===== src/rtl/chacha_pkg.sv =====
// Shared definitions for the ChaCha inverse-quarterround block:
// FSM state encoding, word width, rotate amounts and a rotate-right helper.
package chacha_pkg;

  localparam int unsigned WORD_W = 32;

  // Rotate amounts of the forward quarterround, in forward order.
  localparam int unsigned ROT_16 = 16;
  localparam int unsigned ROT_12 = 12;
  localparam int unsigned ROT_8  = 8;
  localparam int unsigned ROT_7  = 7;

  typedef enum logic [1:0] {
    IDLE = 2'd0,
    RUN  = 2'd1,
    DONE = 2'd2
  } state_e;

  function automatic logic [WORD_W-1:0] rotr(input logic [WORD_W-1:0] x,
                                             input int unsigned       n);
    return (x >> n) | (x << (WORD_W - n));
  endfunction

endpackage


===== src/rtl/chacha_inv_qr_step.sv =====
// One inverse quarterround sub-step (combinational).
// Ports:
//   step        - which of the four inverse sub-steps to apply (0..3)
//   wa..wd      - current working words
//   na..nd      - working words after the sub-step
// Each sub-step undoes one "x += y; z ^= x; z <<<= r" line of the forward
// quarterround, last line first. All right-hand sides use the incoming words.
module chacha_inv_qr_step
  import chacha_pkg::*;
(
  input  logic [1:0]        step,
  input  logic [WORD_W-1:0] wa,
  input  logic [WORD_W-1:0] wb,
  input  logic [WORD_W-1:0] wc,
  input  logic [WORD_W-1:0] wd,
  output logic [WORD_W-1:0] na,
  output logic [WORD_W-1:0] nb,
  output logic [WORD_W-1:0] nc,
  output logic [WORD_W-1:0] nd
);

  always_comb begin
    na = wa;
    nb = wb;
    nc = wc;
    nd = wd;
    case (step)
      2'd0: begin
        nb = rotr(wb, ROT_7) ^ wc;
        nc = wc - wd;
      end
      2'd1: begin
        nd = rotr(wd, ROT_8) ^ wa;
        na = wa - wb;
      end
      2'd2: begin
        nb = rotr(wb, ROT_12) ^ wc;
        nc = wc - wd;
      end
      default: begin
        nd = rotr(wd, ROT_16) ^ wa;
        na = wa - wb;
      end
    endcase
  end

endmodule


===== src/rtl/chacha_inv_qr.sv =====
// ChaCha inverse quarterround engine: accepts four quarterround output words,
// applies ITER inverse quarterrounds (four cycles each) and presents the
// recovered words with a valid/ready handshake.
// Ports:
//   clk, reset            - clock, synchronous active-high reset
//   in_valid / in_ready   - request handshake (in_ready only in IDLE)
//   a_prim..d_prim        - words to invert, captured on the request handshake
//   out_valid / out_ready - result handshake
//   a..d                  - recovered words, stable while out_valid && !out_ready
//   done_cnt              - output handshake counter, present only when
//                           CHACHA_INV_QR_STATS_EN is defined
module chacha_inv_qr
  import chacha_pkg::*;
#(
  parameter int unsigned ITER = 1
)
(
  input  logic              clk,
  input  logic              reset,
  input  logic              in_valid,
  output logic              in_ready,
  input  logic [WORD_W-1:0] a_prim,
  input  logic [WORD_W-1:0] b_prim,
  input  logic [WORD_W-1:0] c_prim,
  input  logic [WORD_W-1:0] d_prim,
  output logic              out_valid,
  input  logic              out_ready,
  output logic [WORD_W-1:0] a,
  output logic [WORD_W-1:0] b,
  output logic [WORD_W-1:0] c,
  output logic [WORD_W-1:0] d
`ifdef CHACHA_INV_QR_STATS_EN
  ,
  output logic [15:0]       done_cnt
`endif
);

  state_e            state_q, state_d;
  logic [1:0]        step_q, step_d;
  logic [7:0]        iter_q, iter_d;
  logic [WORD_W-1:0] wa_q, wa_d, wb_q, wb_d, wc_q, wc_d, wd_q, wd_d;
  logic              out_valid_q, out_valid_d;
  logic              in_ready_q, in_ready_d;
  logic [WORD_W-1:0] na, nb, nc, nd;

  chacha_inv_qr_step u_step (
    .step (step_q),
    .wa   (wa_q),
    .wb   (wb_q),
    .wc   (wc_q),
    .wd   (wd_q),
    .na   (na),
    .nb   (nb),
    .nc   (nc),
    .nd   (nd)
  );

  always_comb begin
    state_d = state_q;
    step_d  = step_q;
    iter_d  = iter_q;
    wa_d    = wa_q;
    wb_d    = wb_q;
    wc_d    = wc_q;
    wd_d    = wd_q;
    case (state_q)
      IDLE: begin
        // in_ready_q gating keeps the post-reset cycle from accepting.
        if (in_valid && in_ready_q) begin
          wa_d    = a_prim;
          wb_d    = b_prim;
          wc_d    = c_prim;
          wd_d    = d_prim;
          step_d  = 2'd0;
          iter_d  = 8'd0;
          state_d = RUN;
        end
      end
      RUN: begin
        wa_d   = na;
        wb_d   = nb;
        wc_d   = nc;
        wd_d   = nd;
        step_d = step_q + 2'd1;
        if (step_q == 2'd3) begin
          iter_d = iter_q + 8'd1;
          if (iter_q == 8'(ITER - 1)) begin
            state_d = DONE;
          end
        end
      end
      DONE: begin
        if (out_ready) begin
          state_d = IDLE;
        end
      end
      default: state_d = IDLE;
    endcase
    out_valid_d = (state_d == DONE);
    in_ready_d  = (state_d == IDLE);
  end

  always_ff @(posedge clk) begin
    if (reset) begin
      state_q     <= IDLE;
      step_q      <= '0;
      iter_q      <= '0;
      wa_q        <= '0;
      wb_q        <= '0;
      wc_q        <= '0;
      wd_q        <= '0;
      out_valid_q <= 1'b0;
      in_ready_q  <= 1'b0;
    end else begin
      state_q     <= state_d;
      step_q      <= step_d;
      iter_q      <= iter_d;
      wa_q        <= wa_d;
      wb_q        <= wb_d;
      wc_q        <= wc_d;
      wd_q        <= wd_d;
      out_valid_q <= out_valid_d;
      in_ready_q  <= in_ready_d;
    end
  end

  assign in_ready  = in_ready_q;
  assign out_valid = out_valid_q;
  assign a         = wa_q;
  assign b         = wb_q;
  assign c         = wc_q;
  assign d         = wd_q;

`ifdef CHACHA_INV_QR_STATS_EN
  logic [15:0] done_cnt_q, done_cnt_d;

  always_comb begin
    done_cnt_d = done_cnt_q;
    if (out_valid_q && out_ready) begin
      done_cnt_d = done_cnt_q + 16'd1;
    end
  end

  always_ff @(posedge clk) begin
    if (reset) begin
      done_cnt_q <= '0;
    end else begin
      done_cnt_q <= done_cnt_d;
    end
  end

  assign done_cnt = done_cnt_q;
`endif

endmodule


===== config.mk =====
export PLATFORM = sky130hd
export DESIGN_NAME = chacha_inv_qr
export DESIGN_NICKNAME = d
export VERILOG_FILES = /design/src/rtl/chacha_pkg.sv /design/src/rtl/chacha_inv_qr_step.sv /design/src/rtl/chacha_inv_qr.sv
export SDC_FILE = /design/constraint.sdc
export NUM_CORES = 1
export LEC_CHECK = 0
export ABC_AREA = 1
export ABC_CLOCK_PERIOD_IN_PS = 3800
export BUFFER_PORTS_ARGS = -buffer_cell sky130_fd_sc_hd__buf_2
export CAP_MARGIN = 5
export CORE_MARGIN = 4
export CORE_UTILIZATION = 30
export CTS_BUF_LIST = sky130_fd_sc_hd__clkbuf_8
export DETAILED_ROUTE_END_ITERATION = 7
export GPL_ROUTABILITY_DRIVEN = 0
export GPL_TIMING_DRIVEN = 0
export SLEW_MARGIN = 10
export SYNTH_ARGS = -nofsm -noshare
export SYNTH_HDL_FRONTEND = slang
export SYNTH_SLANG_ARGS = --single-unit

===== constraint.sdc =====
create_clock -name clk -period 3.8 [get_ports clk]
set_input_delay 0.76 -clock clk [delete_from_list [all_inputs] [get_ports clk]]
set_output_delay 0.76 -clock clk [all_outputs]
set_load 0.03 [all_outputs]

==> results.py <==
metrics = {
    "drt": {
        "num_vias": 15570,
        "vias_per_cell": 5.190,
        "ant_nets": 0,
        "wl_per_cell_um": 20.66,
        "drc": 0,
        "first_pass_iters": 7,
        "drt-initial-drc-count": 1714,
        "postRouteWirelength_um": 61980,
    },
    "sta": {
        "slew_headroom_pct": 34.60,
        "rsz0062_at_grt": "no",
        "period_share_pct": 74.38,
        "skew_ps": 18.25,
        "setup_viol": 0,
        "holdWs_ps": 495.0,
        "layout_setup_ws_ps": 973.5,
        "setup_tns_ps": 0,
        "slew_violations": 0,
        "fin_crit_ps": 2826,
        "worst_pin_slew_ps": 981.0,
        "fmax_mhz": 353.8,
        "hold_viol_final": 0,
    },
    "cts": {
        "post-cts-setup-buffers": 0,
        "clk_path_buf_depth": 2,
        "cts_tree": "yes",
        "clock_latency_ps": 480,
        "cts.clk_slew.worst_paths_ps": 100,
        "cts_made_buffers": 17,
        "clock-sinks": 142,
        "hold_buffers": 0,
        "h-tree-depth": 4,
        "root_buffer": "clkbuf_8",
        "cts_resized": 0,
    },
    "job": {
        "cap_violations": 0,
    },
    "floorplanning": {
        "rows": 74,
        "die_w_um": 211.8,
        "dieArea_sq_mm": 0.04488,
        "start_util_pct": 30.46,
        "ioPinCount": 262,
        "die_h_um": 211.8,
        "core_area_sq_mm": 0.04092,
    },
    "layout": {
        "fin_util_pct": 36.27,
        "fillers": 4606,
        "area_growth_pct": 19.08,
        "drive_above_1_share_pct": 14.52,
        "nets": 2655,
        "fin_cells": 3000,
        "postLayoutCellArea_sq_mm": 0.01484,
    },
    "grt": {
        "grt.total_usage_pct": 26.38,
        "antenna_found_initial": 1,
        "first_global_vias": 14390,
        "use_met3_pct": 7.128,
        "grt-ovfl-total": 0,
        "gr-usage-met1_pct": 34.57,
        "gr-usage-met2_pct": 40.55,
        "grt_pass1_wl_um": 88770,
        "grt_max_degree": 17,
        "grt.busiest_layer": "met2",
    },
    "critical_path": {
        "critPathLaunch": "state_q[0]",
        "endpoint": "a[25]",
        "worstPathMaxFanout": 10,
        "required_ps": 4140,
        "crit_type": "flop to flop",
        "startpoint_type": "flop",
        "r2r_start": "state_q[0]",
        "r2r_slack_ps": 970,
        "arrival_ps": 3170,
        "worstSetupEndpointType": "flop",
        "reg2reg_to": "a[25]",
        "reg2reg_depth": 7,
    },
    "pwr": {
        "netSwitchingPower_mw": 3.589,
        "swShare_pct": 51.26,
        "finalPower_mw": 7.002,
        "power.density_mw_per_mm2": 471.7,
        "ir_drop_mv": 0.1900,
        "power.internal_mw": 3.412,
        "pwr-share-comb_pct": 53.3,
        "p_leak_nw": 7.462,
        "clockPowerShare_pct": 19.3,
        "seq_power_share_pct": 27.4,
    },
    "placed_design": {
        "hpwl_um": 51790,
        "dpl_worst_slack_ps": 1095,
        "placedCellCount": 2966,
        "placed_area_sq_mm": 0.01443,
        "port_buffers": 260,
    },
    "yosys": {
        "netlist_area_sq_mm": 0.01247,
        "synth_nets": 2376,
        "yosysWarningCount": 0,
        "yosysTopAreaCell": "nand2_1",
        "synth-seq-cells": 142,
        "synth_common_cells": "800 x nand2_1, 308 x inv_1, 228 x nor2_1",
        "synth.most_common_cell": "nand2_1",
        "post_synth.cell_area_avg_sq_um": 5.734,
        "synth_area_leaders": "nand2_1 24%, dfxtp_1 23%, inv_1 9.3%, a21oi_1 8.2%, nor2_1 6.9%",
        "synth_seq_area_share_pct": 22.80,
        "ys_async_sr_fraction_pct": 0,
        "yosysUniqueCellTypes": 37,
        "synth_edf_count": 0,
        "synth.top_cell.area_share_pct": 24.09,
        "syn_inst": 2174,
        "synth-main-ff-cell": "dfxtp_1",
    },
    "min_path": {
        "hold_depth": 2,
        "hold_path_class": "flop to flop",
    },
    "outcome": {
        "status": "finished clean",
    },
}
worst min path at each step:
stage              start        end  slack, ps
6_report            d[8]       d[8]        490
5_1_grt            d[20]      d[20]        530
4_1_cts             d[8]       d[8]        510
3_5_place_dp   iter_q[6]  iter_q[6]        480
3_3_place_gp        d[8]       d[8]        480
2_1_floorplan  iter_q[6]  iter_q[6]        450
layer usage:
metal	vias up	wire [um]
li1	7472	-
met1	7034	24560
met2	908	26160
met3	157	7940
met4	0	3311
met5	-	0
flip-flops by register name (all words and copies together), names as in the netlist:
register	flops
a	32
d	32
c	32
iter_q	8
in_ready	1
b	32
state_q	2
step_q	2
out_valid	1
cells in the final DEF (no fill, tap or decap), types with 8 or more instances in the layout:
cell and n:
o221ai_2 29, dfxtp_1 142, a21oi_1 204, nand3_1 90, nand2_1 800, clkbuf_1 51
o221ai_1 35, ha_1 68, a211oi_1 8, inv_1 310, clkbuf_8 17, nor2_1 228
o21ai_0 102, buf_2 282, xor2_1 30
worst max-delay path, stage by stage (launching register included):
cell,delay [ps]
dfxtp_1,430
inv_2,60
nor2_4,280
clkbuf_1,630
buf_1,800
nand3_1,300
nand2_1,120
a21oi_1,60
power by group through the flow:
stage                     logic (mW)  clock network, mW  registers, mW
after floorplan                 2.37                  0           2.02
after global placement          3.61                  0           1.93
after detailed placement        3.64                  0           1.93
after CTS                       3.66               1.34           1.90
after global routing            4.14               1.40           1.92
final                           3.73               1.35           1.92
cell type report:
cell class	count	area, sq um	share of cell area [%]
diodes	2	5.005	0.03372
plain buffers	83	369.1	2.487
clock buffers	17	234.0	1.576
clock inverters	15	172.7	1.163
inverters	313	1175	7.915
multi-input cells	1636	8079	54.43
flip-flops and latches	142	2843	19.15
well taps	532	665.6	4.484
repair buffers	260	1301	8.766
cell families (layout without fill, tap and decap cells):
group                      after synthesis  after routing  synth area share, %
adders and majority gates               70             70                7.146
other                                    0              2                    0
and+or+nand+nor                       1145           1145                36.06
DFF                                    142            142                22.80
AOI/OAI and AO/OA                      390            390                19.42
xor gates and xnor gates                31             31                2.178
buffers and inverters                  396            688                12.39
No activity file was read; power rests on OpenSTA's default activity.
